**src/rtl/hc800_ram_bridge_pkg.sv**
```systemverilog
// HC800 RAM bridge shared types.
// FSM states, SDRAM lane masks and lane helpers.
package hc800_ram_bridge_pkg;

  typedef enum logic [1:0] {
    ST_IDLE   = 2'd0,
    ST_ACCESS = 2'd1,
    ST_DONE   = 2'd2
  } state_t;

  localparam logic [1:0] LANE_LO   = 2'b01;
  localparam logic [1:0] LANE_HI   = 2'b10;
  localparam logic [1:0] LANE_BOTH = 2'b11;

  function automatic logic [7:0] lane_byte(
    input logic [15:0] w,
    input logic        hi
  );
    return hi ? w[15:8] : w[7:0];
  endfunction

  function automatic logic [1:0] lane_ds(
    input logic hi
  );
    return hi ? LANE_HI : LANE_LO;
  endfunction

endpackage

```
**src/rtl/hc800_ram_word_cache.sv**
```systemverilog
// One-word read cache for the HC800 RAM bridge.
// Tag/valid/word storage with hit compare and byte-lane update.
module hc800_ram_word_cache #(
  parameter int TAG_W = 20
) (
  input  logic             i_clk,
  input  logic             i_rst,
  input  logic             i_inval,
  input  logic [TAG_W-1:0] i_look_tag,
  output logic             o_hit,
  output logic [15:0]      o_word,
  input  logic             i_fill,
  input  logic [TAG_W-1:0] i_fill_tag,
  input  logic [15:0]      i_fill_word,
  input  logic             i_wr,
  input  logic [TAG_W-1:0] i_wr_tag,
  input  logic             i_wr_hi,
  input  logic [7:0]       i_wr_byte
);

  logic             r_valid;
  logic [TAG_W-1:0] r_tag;
  logic [15:0]      r_word;
  logic             w_wr_hit;

  assign w_wr_hit = i_wr && r_valid && (r_tag == i_wr_tag);
  assign o_hit    = r_valid && (r_tag == i_look_tag);
  assign o_word   = r_word;

  // Invalidate beats a fill landing on the same edge.
  always_ff @(posedge i_clk or posedge i_rst) begin
    if (i_rst) begin
      r_valid <= 1'b0;
      r_tag   <= '0;
      r_word  <= '0;
    end else begin
      if (i_inval)
        r_valid <= 1'b0;
      else if (i_fill)
        r_valid <= 1'b1;
      if (i_fill) begin
        r_tag  <= i_fill_tag;
        r_word <= i_fill_word;
      end else if (w_wr_hit) begin
        if (i_wr_hi)
          r_word[15:8] <= i_wr_byte;
        else
          r_word[7:0]  <= i_wr_byte;
      end
    end
  end

endmodule

```
**src/rtl/hc800_ram_bridge.sv**
```systemverilog
// HC800 8-bit RAM bus to 16-bit SDRAM bridge.
// Fixed-latency strobes, ready pulse and a one-word read cache.
module hc800_ram_bridge
  import hc800_ram_bridge_pkg::*;
#(
  parameter int ADDR_W     = 21,
  parameter int SD_LATENCY = 4
) (
  input  logic              clk_sys,
  input  logic              reset,
  input  logic              bus_enable,
  input  logic              bus_write,
  input  logic [ADDR_W-1:0] bus_address,
  input  logic [7:0]        bus_wdata,
  output logic [7:0]        bus_rdata,
  output logic              bus_ready,
  input  logic              cache_inval,
  output logic [ADDR_W-2:0] sd_addr,
  output logic [15:0]       sd_din,
  output logic              sd_we,
  output logic              sd_oe,
  output logic [1:0]        sd_ds,
  input  logic [15:0]       sd_dout
);

  localparam int CW = $clog2(SD_LATENCY + 1);
  localparam logic [CW-1:0] CNT_LOAD = CW'(SD_LATENCY - 1);

  state_t            r_state;
  state_t            w_state_nx;
  logic [CW-1:0]     r_cnt;
  logic [ADDR_W-2:0] r_addr;
  logic              r_lane;
  logic              r_wr;
  logic [7:0]        r_wdata;
  logic              r_oe;
  logic              r_we;
  logic [1:0]        r_ds;
  logic [7:0]        r_rdata;

  logic              w_hit;
  logic [15:0]       w_cword;
  logic              w_hit_acc;
  logic              w_miss_acc;
  logic              w_finish;
  logic [ADDR_W-2:0] w_tag;

  assign w_tag = bus_address[ADDR_W-1:1];

  hc800_ram_word_cache #(
    .TAG_W (ADDR_W-1)
  ) u_cache (
    .i_clk       (clk_sys),
    .i_rst       (reset),
    .i_inval     (cache_inval),
    .i_look_tag  (w_tag),
    .o_hit       (w_hit),
    .o_word      (w_cword),
    .i_fill      (w_finish && !r_wr),
    .i_fill_tag  (r_addr),
    .i_fill_word (sd_dout),
    .i_wr        (w_finish && r_wr),
    .i_wr_tag    (r_addr),
    .i_wr_hi     (r_lane),
    .i_wr_byte   (r_wdata)
  );

  always_ff @(posedge clk_sys or posedge reset) begin
    if (reset)
      r_state <= ST_IDLE;
    else
      r_state <= w_state_nx;
  end

  always_comb begin
    w_state_nx = r_state;
    w_hit_acc  = 1'b0;
    w_miss_acc = 1'b0;
    w_finish   = 1'b0;
    case (r_state)
      ST_IDLE: begin
        if (bus_enable) begin
          if (!bus_write && w_hit) begin
            w_hit_acc  = 1'b1;
            w_state_nx = ST_DONE;
          end else begin
            w_miss_acc = 1'b1;
            w_state_nx = ST_ACCESS;
          end
        end
      end
      ST_ACCESS: begin
        if (r_cnt == '0) begin
          w_finish   = 1'b1;
          w_state_nx = ST_DONE;
        end
      end
      ST_DONE:  w_state_nx = ST_IDLE;
      default:  w_state_nx = ST_IDLE;
    endcase
  end

  // Strobes are latched at accept so ACCESS never follows live bus pins.
  always_ff @(posedge clk_sys or posedge reset) begin
    if (reset) begin
      r_cnt   <= '0;
      r_addr  <= '0;
      r_lane  <= 1'b0;
      r_wr    <= 1'b0;
      r_wdata <= '0;
      r_oe    <= 1'b0;
      r_we    <= 1'b0;
      r_ds    <= '0;
    end else if (w_miss_acc) begin
      r_cnt   <= CNT_LOAD;
      r_addr  <= w_tag;
      r_lane  <= bus_address[0];
      r_wr    <= bus_write;
      r_wdata <= bus_wdata;
      r_oe    <= 1'b1;
      r_we    <= bus_write;
      r_ds    <= bus_write ? lane_ds(bus_address[0]) : LANE_BOTH;
    end else if (w_finish) begin
      r_oe <= 1'b0;
      r_we <= 1'b0;
      r_ds <= '0;
    end else if (r_state == ST_ACCESS) begin
      r_cnt <= r_cnt - CW'(1);
    end
  end

  // Idle bus reads back zero so several slaves can be OR-ed together.
  always_ff @(posedge clk_sys or posedge reset) begin
    if (reset)
      r_rdata <= '0;
    else if (!bus_enable)
      r_rdata <= '0;
    else if (w_hit_acc)
      r_rdata <= lane_byte(w_cword, bus_address[0]);
    else if (w_finish && !r_wr)
      r_rdata <= lane_byte(sd_dout, r_lane);
  end

  assign bus_rdata = r_rdata;
  assign bus_ready = (r_state == ST_DONE);
  assign sd_addr   = r_addr;
  assign sd_din    = {r_wdata, r_wdata};
  assign sd_we     = r_we;
  assign sd_oe     = r_oe;
  assign sd_ds     = r_ds;

endmodule

```
**config.mk**
```make
export PLATFORM = sky130hd
export DESIGN_NAME = hc800_ram_bridge
export DESIGN_NICKNAME = d
export VERILOG_FILES = /design/src/rtl/hc800_ram_bridge_pkg.sv /design/src/rtl/hc800_ram_word_cache.sv /design/src/rtl/hc800_ram_bridge.sv
export SDC_FILE = /design/constraint.sdc
export NUM_CORES = 1
export LEC_CHECK = 0
export CAP_MARGIN = 20
export CORE_MARGIN = 5
export CORE_UTILIZATION = 56
export CTS_BUF_LIST = sky130_fd_sc_hd__clkbuf_8
export DETAILED_ROUTE_END_ITERATION = 16
export PLACE_DENSITY = 0.88
export SLEW_MARGIN = 20
export SYNTH_ARGS = -nofsm -noshare
export SYNTH_HDL_FRONTEND = slang
export SYNTH_SLANG_ARGS = --single-unit
```
**constraint.sdc**
```tcl
create_clock -name clk_sys -period 4.9 [get_ports clk_sys]
set_clock_uncertainty 0.05 [all_clocks]
set_input_delay 1.225 -clock clk_sys [delete_from_list [all_inputs] [get_ports clk_sys]]
set_output_delay 1.225 -clock clk_sys [all_outputs]
set_load 0.05 [all_outputs]
```
==> flow_metrics.env <==
export IMPL_power_frac_clock=0.159
export IMPL_final_max_slew_violation_count=0
export IMPL_synth_ff_type="dfrtp_1"
export IMPL_end_kind="flop"
export IMPL_syn_to_final_growth_pct=28.4
export IMPL_ctsResizeCount=0
export IMPL_dpl_hpwl_um=7930
export IMPL_synth_seq_area_share=0.478
export IMPL_place_area_mm2=0.00537
export IMPL_yosysTopAreaCell="dfrtp_1"
export IMPL_die_y_um=98.6
export IMPL_hold_path_end="sd_oe"
export IMPL_fin_setup_tns_ns=0
export IMPL_r2r_start="r_cnt[0]"
export IMPL_n_fill_cell=544
export IMPL_worstSkewPairLatency_ns=0.36
export IMPL_grt_pass1_vias=3639
export IMPL_hold_class="flop to flop"
export IMPL_grtUsageTotal=0.237
export IMPL_antenna_found_initial=0
export IMPL_cts_tree="yes"
export IMPL_core_mm2=0.00769
export IMPL_netlist_cell_type_count=42
export IMPL_busiest_layer="met2"
export IMPL_ctsHoldBuffers=0
export IMPL_cp_required_ns=5.09
export IMPL_muxShareOfSynthArea=0.132
export IMPL_synth_top_family_by_area="simple AND/OR/NAND/NOR gates"
export IMPL_clk_path_buf_depth=2
export IMPL_drt_initial_drc_count=266
export IMPL_seqPwrFrac=0.344
export IMPL_tightest_slew_ns=0.836
export IMPL_rows=32
export IMPL_seq_area_mm2=0.00210
export IMPL_grtUsageMet2=0.388
export IMPL_synth_common_cells="dfrtp_1, nand2_1, xor2_1"
export IMPL_outcome="finished clean"
export IMPL_ys_warnings_count=0
export IMPL_grtUsageMet1=0.313
export IMPL_grt_start_max_net_pins=56
export IMPL_synth_seq_cells=84
export IMPL_start_kind="input pin"
export IMPL_p_switching_mw=1.80
export IMPL_period_share=0.725
export IMPL_async_reset_ff_frac=1.00
export IMPL_path_class="input pin to flop"
export IMPL_post_route_min_period_ns=3.55
export IMPL_drive_gt1_frac=0.124
export IMPL_cts_sinks=84
export IMPL_setup_viol=0
export IMPL_diodes=0
export IMPL_port_buffers=98
export IMPL_rsz0062_at_grt="false"
export IMPL_cts_root_buf="clkbuf_8"
export IMPL_whs_path_depth=1
export IMPL_initial_core_util=0.572
export IMPL_met3_usage=0.0432
export IMPL_setup_slack_ns=1.35
export IMPL_drv_cap=0
export IMPL_cp_arrival_ns=3.75
export IMPL_antenna_left=0
export IMPL_ys_top_cells_by_area="dfrtp_1, xor2_1, mux2_2"
export IMPL_io_pins=99
export IMPL_gp_congestion=0.835
export IMPL_route_detailed_wl_per_inst_um=18.1
export IMPL_htree_levels=3
export IMPL_via_per_inst=5.59
export IMPL_cts_setup_buffers=0
export IMPL_final_util=0.735
export IMPL_hold_viol_final=0
export IMPL_drc=0
export IMPL_crit_fanout=23
export IMPL_synth_area_mm2=0.00440
export IMPL_relSlewSlack=0.443
export IMPL_yosysTopAreaCellShare=0.478
export IMPL_wl_um=11200
export IMPL_vias=3456
export IMPL_synthAdderAreaFrac=0.00569
export IMPL_yosysMostFrequentCell="dfrtp_1"
export IMPL_hold_start="sd_oe"
export IMPL_layout_nets=563
export IMPL_p_sw_frac=0.454
export IMPL_r2r_end="bus_rdata[5]"
export IMPL_drt_pass1_iterations=4
export IMPL_post_synth_xor_area_fraction=0.0776
export IMPL_die_area_mm2=0.00973
export IMPL_numCtsBuffers=9
export IMPL_r2r_slack_ns=2.18
export IMPL_p_int_mw=2.16
export IMPL_syn_avg_cell_area_um2=10.3
export IMPL_synth_compound_area_share=0.0984
export IMPL_grt_pass1_wl_um=18400
export IMPL_fin_area_mm2=0.00565
export IMPL_die_w_um=98.6
export IMPL_p_leak_nw=2.53
export IMPL_peakVddDrop_uv=470
export IMPL_ff2ff_path_depth=8
export IMPL_synthSimpleGateAreaFrac=0.157
export IMPL_fmax_mhz=281
export IMPL_syn_inst=428
export IMPL_clkTransAtPathRegs_ns=0.08
export IMPL_p_per_area_mw_per_mm2=700
export IMPL_p_comb_frac=0.497
export IMPL_overflow=0
export IMPL_synth_enable_flop_cells=0
export IMPL_synth_nets=480
export IMPL_multi_input_area_mm2=0.00208
export IMPL_place_ws_ns=0.985
==> worst max-delay path, stage by stage <==
cell             delay (ns)
clkdlybuf4s50_1        0.49
xor2_1                 0.25
nor3_1                 0.09
and4_1                 0.24
a21oi_4                0.67
buf_4                  0.39
mux2_2                 0.37
==> state kept, by name (all words and copies together), names as in the netlist <==
register	flops
u_cache.r_tag	20
u_cache.o_word	16
sd_we	1
r_wr	1
u_cache.r_valid	1
bus_rdata	8
sd_oe	1
r_wdata	8
r_lane	1
sd_addr	20
r_cnt	3
r_state	2
sd_ds	2
==> through the flow <==
| stage | total power [mW] | instances | hold WS (ns) |
|---|---|---|---|
| floorplan | 2.73 | 428 | 0.437 |
| global placement | 3.25 | 601 | 0.430 |
| detailed placement | 3.32 | 601 | 0.426 |
| CTS | 3.96 | 617 | 0.446 |
| global route | 4.16 | 618 | 0.489 |
| finish | 3.96 | 618 | 0.437 |
==> how the worst max path moves through the flow <==
stage / cells past startpoint / start / endpoint
2_1_floorplan: 1 / reset / bus_rdata[0]
3_3_place_gp: 7 / bus_address[6] / sd_addr[0]
3_5_place_dp: 7 / bus_address[14] / sd_addr[17]
4_1_cts: 7 / bus_address[14] / sd_addr[17]
5_1_grt: 7 / bus_address[17] / sd_addr[17]
6_report: 7 / bus_address[17] / sd_addr[17]
==> per-layer routing <==
metal | part of all wire | wire [µm]
met1 | 0.42 | 4690
met2 | 0.50 | 5600
met3 | 0.063 | 701
met4 | 0.019 | 214
met5 | 0 | 0
==> power groups by stage <==
| stage | logic [mW] | clock network (mW) | registers, mW |
|---|---|---|---|
| 6_report | 1.97 | 0.627 | 1.36 |
| 4_1_cts | 1.97 | 0.632 | 1.36 |
| 3_3_place_gp | 1.90 | 0 | 1.34 |
| 5_1_grt | 2.09 | 0.660 | 1.41 |
| 2_1_floorplan | 0.989 | 0 | 1.74 |
| 3_5_place_dp | 1.96 | 0 | 1.36 |
==> cell families (layout without fill, tap and decap cells) <==
family | count (synthesis) | after routing
xor gates and xnor gates | 39 | 39
DFF | 84 | 84
buffers and inverters | 45 | 133
AOI/OAI and AO/OA | 67 | 67
muxes | 49 | 49
adders and majority gates | 2 | 2
and+or+nand+nor | 142 | 142
==> cell usage in the layout, fill, tap and decap left out, types with 3 or more instances in the layout <==
cell             synthesis  layout
a21oi_1                 17      17
a31oi_1                 16      16
and2_1                   3       3
and3_1                   8       8
and3b_1                  8       8
buf_4                    8       3
bufinv_16                0       3
clkbuf_8                 0      11
clkdlybuf4s50_1          0      98
dfrtp_1                 84      84
inv_1                   15      14
mux2_2                  26      26
mux2_4                  12      12
mux2i_1                 11      11
nand2_1                 74      74
nand4_1                  3       3
nor2_1                  24      23
nor2b_1                  3       3
nor4_1                   7       7
o21ai_0                 18      18
o221ai_1                 8       8
or4_1                    3       3
xnor2_1                  5       5
xor2_1                  34      34
==> layout make-up <==
cell class / count / share of cell area
flip-flops and latches: 84 / 0.372
repair buffers: 102 / 0.181
multi-input cells: 299 / 0.368
clock buffers: 11 / 0.0268
inverters: 15 / 0.0102
well taps: 102 / 0.0226
clock inverters: 5 / 0.0190
Power figures use the tool's default switching activity.
